### src/rtl/fetch_queue_unit.sv
// -----------------------------------------------------------------------------
// fetch_queue_unit
//
// Instruction-fetch stage. It holds the PC and drives a word address to a
// combinational instruction memory. Each fetched instruction is buffered
// together with its PC+4 in a DEPTH-entry FIFO that feeds decode.
// A branch redirect flushes the FIFO and reloads the PC.
//
// Parameters:
//   DEPTH     FIFO entries (power of two, >= 2)
//   ADDR_W    instruction memory word-address width
//   RESET_PC  PC value after reset
//
// Ports:
//   clk             clock, all state updates on the rising edge
//   rst             synchronous active-high reset
//   imem_addr       word address to instruction memory (pc[ADDR_W+1:2])
//   imem_rdata      instruction at imem_addr, returned in the same cycle
//   out_valid       FIFO head is valid
//   out_ready       decode accepts the FIFO head
//   out_instr       head instruction, 0 when empty
//   out_pc_next     head PC+4, 0 when empty
//   redirect_valid  flush request / taken branch
//   redirect_pc     new PC; bits [1:0] are forced to 0
//   count           current FIFO occupancy
//
// Optional feature (macro FETCH_PERF_CNT_EN):
//   perf_fetch      number of pushes since reset (wraps at 2^32)
//   perf_flush      number of entries discarded by redirects (wraps at 2^32)
// -----------------------------------------------------------------------------
module fetch_queue_unit #(
    parameter int          DEPTH    = 4,
    parameter int          ADDR_W   = 10,
    parameter logic [31:0] RESET_PC = 32'h0000_0000
) (
    input  logic                       clk,
    input  logic                       rst,
    output logic [ADDR_W-1:0]          imem_addr,
    input  logic [31:0]                imem_rdata,
    output logic                       out_valid,
    input  logic                       out_ready,
    output logic [31:0]                out_instr,
    output logic [31:0]                out_pc_next,
    input  logic                       redirect_valid,
    input  logic [31:0]                redirect_pc,
    output logic [$clog2(DEPTH+1)-1:0] count
`ifdef FETCH_PERF_CNT_EN
    ,
    output logic [31:0]                perf_fetch,
    output logic [31:0]                perf_flush
`endif
);

    localparam int PW = $clog2(DEPTH);
    localparam int CW = $clog2(DEPTH + 1);

    logic [31:0]   pc;
    logic [31:0]   pc_plus4;
    logic [PW-1:0] wr_ptr;
    logic [PW-1:0] rd_ptr;
    logic [31:0]   instr_q [DEPTH];
    logic [31:0]   pcn_q   [DEPTH];
    logic          push;
    logic          pop;

    // The two low bits of a redirect target are ignored.
    logic [1:0]    unused_redirect_lsbs;
    assign unused_redirect_lsbs = redirect_pc[1:0];

    assign pc_plus4  = pc + 32'd4;
    assign imem_addr = pc[ADDR_W+1:2];

    // Output handshake: the head entry transfers on any cycle where
    // out_valid && out_ready. out_valid depends only on the registered
    // occupancy, never on out_ready. Once raised, it stays high until the
    // entry is taken, or until a redirect or reset clears the queue.
    assign out_valid = (count != '0);
    assign pop       = out_valid && out_ready;

    // A full queue can still accept a push when the head leaves in the same
    // cycle. A redirect suppresses fetch for that cycle. The instruction at
    // the old PC is stale.
    assign push = !redirect_valid && ((count < CW'(DEPTH)) || pop);

    assign out_instr   = out_valid ? instr_q[rd_ptr] : 32'd0;
    assign out_pc_next = out_valid ? pcn_q[rd_ptr]   : 32'd0;

    always_ff @(posedge clk) begin
        if (rst) begin
            pc     <= RESET_PC;
            wr_ptr <= '0;
            rd_ptr <= '0;
            count  <= '0;
        end else if (redirect_valid) begin
            // Any pop this cycle still counts as delivered. Everything left
            // in the queue is dropped.
            pc     <= {redirect_pc[31:2], 2'b00};
            wr_ptr <= '0;
            rd_ptr <= '0;
            count  <= '0;
        end else begin
            if (push) begin
                pc     <= pc_plus4;
                wr_ptr <= wr_ptr + PW'(1);
            end
            if (pop) begin
                rd_ptr <= rd_ptr + PW'(1);
            end
            count <= count + CW'(push) - CW'(pop);
        end
    end

    // Storage has no reset. Empty entries are masked at the outputs.
    always_ff @(posedge clk) begin
        if (push && !rst) begin
            instr_q[wr_ptr] <= imem_rdata;
            pcn_q[wr_ptr]   <= pc_plus4;
        end
    end

`ifdef FETCH_PERF_CNT_EN
    always_ff @(posedge clk) begin
        if (rst) begin
            perf_fetch <= '0;
            perf_flush <= '0;
        end else begin
            if (push) begin
                perf_fetch <= perf_fetch + 32'd1;
            end
            if (redirect_valid) begin
                perf_flush <= perf_flush + 32'(count) - 32'(pop);
            end
        end
    end
`endif

endmodule
### config.mk
export PLATFORM = sky130hd
export DESIGN_NAME = fetch_queue_unit
export DESIGN_NICKNAME = d
export VERILOG_FILES = /design/src/rtl/fetch_queue_unit.sv
export SDC_FILE = /design/constraint.sdc
export NUM_CORES = 1
export LEC_CHECK = 0
export ABC_AREA = 0
export CORE_AREA = 2 2 166 168
export CTS_BUF_LIST = sky130_fd_sc_hd__clkbuf_4 sky130_fd_sc_hd__clkbuf_8 sky130_fd_sc_hd__clkbuf_16
export DETAILED_ROUTE_END_ITERATION = 10
export DIE_AREA = 0 0 168 170
export PLACE_DENSITY_LB_ADDON = 0.1
export SYNTH_ARGS = -nofsm -noshare
export SYNTH_HDL_FRONTEND = slang
export SYNTH_SLANG_ARGS = --single-unit
### constraint.sdc
create_clock -name clk -period 3.7 [get_ports clk]
set_input_delay 0.74 -clock clk [delete_from_list [all_inputs] [get_ports clk]]
set_output_delay 0.74 -clock clk [all_outputs]
set_load 0.01 [all_outputs]
==> impl_metrics.json, run 1 <==
{
  "startpoint": "count[2]",
  "cts_made_buffers": 30,
  "r2r-start": "pc[2]",
  "start_util_pct": 44.7,
  "routedWlPerCell_um": 20.2,
  "use_met3_pct": 2.86,
  "cts_setup_buffers": 0,
  "post-place-cells": 1168,
  "layout-drive-gt1-share_pct": 17.2,
  "min_path_type": "flip-flop to flip-flop",
  "clk_pin_slew_worst_paths_ns": 0.06,
  "dieArea_sq_um": 28600,
  "met1_usage_pct": 22.4,
  "finalMaxSlewViolations": 0,
  "reg2reg_depth": 6,
  "cts_hold_buffers": 0,
  "end_kind": "output pin",
  "htreeDepth": 1,
  "yosys.area.top_type": "edfxtp_1",
  "async_flop_share_pct": 0,
  "tightest_slew_ns": 0.795,
  "rrSetupSlack_ns": 0.98,
  "cts_tree": "done",
  "hold_path_depth": 2,
  "synth_seq_cells": 287,
  "slew_headroom_pct": 46.5,
  "cts_root_buf": "clkbuf_16",
  "io_buffers": 141,
  "grt_start_max_net_pins": 53,
  "clockBufferDepth": 3,
  "grt_usage_pct": 17.5,
  "layout_worst_path_cycle_share_pct": 91.1,
  "tns_ns": 0,
  "cp.buffers_inverters": 2,
  "ys_top_cells_by_count": "edfxtp_1 (248), and2_1 (66), mux4_2 (62)",
  "viasPerCell": 5.44,
  "drv_cap": 0,
  "period_needed_ns": 3.37,
  "clkLatencyLatePin_ns": 0.54,
  "setup_viol": 0,
  "critPathSlowestCell": "or3_2",
  "cts_resized": 0,
  "p_leak_nw": 4.82,
  "ys_types": 44,
  "hold_path_end": "wr_ptr[1]",
  "ys.flop_type": "edfxtp_1",
  "netlist_area_sq_um": 11900,
  "synth.avg_cell_area_sq_um": 16.5,
  "yosysWarnings": 0,
  "antenna_found_initial": 3,
  "hpwl_um": 15600,
  "netlist_instances": 723,
  "cp.required_ns": 2.96,
  "wl_um": 24700,
  "nNetsFinal": 935,
  "first_global_vias": 7071,
  "grt_pass1_wl_um": 38600,
  "core_sq_um": 26700,
  "die_x_um": 168,
  "slowest_delay_ns": 0.64,
  "cp_cell_sequence": "or3_2 > buf_4 > and2_1 > clkdlybuf4s50_1",
  "cp_top_family": "buffers and inverters",
  "gp_congestion": 0.810,
  "drc": 0,
  "area_delta_synth_final_pct": 23.7,
  "fmax_mhz": 297,
  "min_from": "wr_ptr[1]",
  "die_h_um": 170,
  "power.density_nw_per_um2": 496,
  "ys_seq_area_share_pct": 69.0,
  "arrival_ns": 2.63,
  "peakVddDrop_mv": 0.323,
  "status": "completed",
  "yosysMostFrequentCell": "edfxtp_1",
  "drt-initial-drc-count": 565,
  "layoutNonFillerInstCount": 1226,
  "critPathKind": "flip-flop to output pin",
  "rsz0062_at_grt": "false",
  "yosys.area.top_type_share_pct": 62.5,
  "start_kind": "flip-flop",
  "num_rows": 60,
  "clock-sinks": 287,
  "final_util_pct": 55.4,
  "rr_endpoint": "pcn_q[3][30]",
  "critPathMaxFanout": 52,
  "fillCellCount": 2088,
  "grt_overflow": 0,
  "finalClockSkew_ns": 0.0104,
  "hold_violations": 0,
  "synthTopCellsByArea": "edfxtp_1 (62%), mux4_2 (12%), dfxtp_1 (6.5%)",
  "vias": 6669,
  "pin_count": 146,
  "ant_nets": 0,
  "global_route.usage.met2_pct": 30.9,
  "drt-pass1-iter-count": 5,
  "synth_edf_count": 248,
  "top_usage_layer": "met2"
}
## layer usage
| layer | routed length [um] | up-vias |
|---|---|---|
| li1 | - | 3034 |
| met1 | 10600 | 3385 |
| met2 | 12300 | 211 |
| met3 | 1330 | 37 |
| met4 | 470 | 2 |
| met5 | 16 | - |
## registers in the layout, summed over array words and instances (netlist names), named ones only
signal,count
wr_ptr,2
pcn_q,120
instr_q,128
count,3
pc,30
rd_ptr,2
## metrics by stage
step	instance area [sq um]	hold slack [ns]	total power [mW]	setup slack (ns)
floorplan	11900	0.465	4.05	0.581
global placement	13700	0.473	4.38	0.781
detailed placement	13700	0.500	4.40	0.751
CTS	14700	0.508	7.39	0.265
global route	14700	0.555	7.57	0.199
finish	14800	0.507	7.31	0.329
## worst max-delay path by stage
stage | depth (start not counted) | to | slack, ns
final | 4 | out_pc_next[31] | 0.33
after global routing | 4 | out_pc_next[22] | 0.20
after CTS | 4 | out_pc_next[31] | 0.27
after detailed placement | 10 | count[2] | 0.75
after global placement | 10 | count[2] | 0.78
after floorplan | 3 | instr_q[0][0] | 0.58
## where the power goes
part	internal, mW	switching (mW)	total (mW)	leakage [nW]
clock	1.84	1.16	3.00	0.519
combinational	0.345	0.298	0.643	1.72
sequential	3.61	0.0597	3.67	2.58
total	5.79	1.52	7.31	4.82
## logic make-up after synthesis
logic type	count (synthesis)	synth area share [%]
other	1	0.0315
muxes	64	11.9
and+or+nand+nor	205	9.56
xor gates and xnor gates	51	3.75
AOI/OAI and AO/OA	43	2.38
DFF	287	69.0
adders and majority gates	8	0.902
buffers and inverters	64	2.49
## worst min-delay path, delay by kind of cell (launching register included)
family	cells	cell delay [ns]
compound gates	1	0.05
simple gates	1	0.07
flops	1	0.34
## placed cells by master, fill, tap and decap left out, types with 3 or more instances in the layout
| master | count |
|---|---|
| or3_2 | 3 |
| edfxtp_1 | 248 |
| xor2_1 | 26 |
| dfxtp_1 | 37 |
| nor4_1 | 5 |
| a211oi_1 | 12 |
| buf_12 | 7 |
| a311oi_1 | 4 |
| mux4_2 | 62 |
| xnor2_1 | 25 |
| nand2_1 | 29 |
| or2_2 | 3 |
| clkbuf_4 | 11 |
| clkbuf_8 | 4 |
| nand4_1 | 11 |
| nand3_1 | 9 |
| nor2_1 | 38 |
| clkbuf_16 | 31 |
| o2bb2ai_1 | 4 |
| a21oi_1 | 15 |
| or3_1 | 4 |
| and3_2 | 4 |
| inv_1 | 8 |
| clkdlybuf4s50_1 | 141 |
| and4_1 | 4 |
| and3_1 | 7 |
| or4_1 | 3 |
| and2_1 | 66 |
| clkinv_2 | 6 |
| buf_4 | 11 |
| o21ai_0 | 4 |
| nor3_1 | 11 |
| ha_1 | 7 |
## area by class of cell
type                            instances  area, sq um  share of cell area, %
Sequential cell                       287         8230                   55.8
Multi-Input combinational cell        373         3410                   23.1
Timing Repair Buffer                  159         1630                   11.1
Clock buffer                           46          913                   6.19
Tap cell                              341          427                   2.89
Clock inverter                         10          103                  0.695
Inverter                                8         30.0                  0.204
Antenna cell                            2         5.00                 0.0339
Power figures use the tool's default switching activity.
==> inputs of run 2 (changes only) <==
- HOLD_SLACK_MARGIN: unset -> 0.02
==> results of run 2 <==
The final DEF is identical to that of run 1; final timing and power are the same.
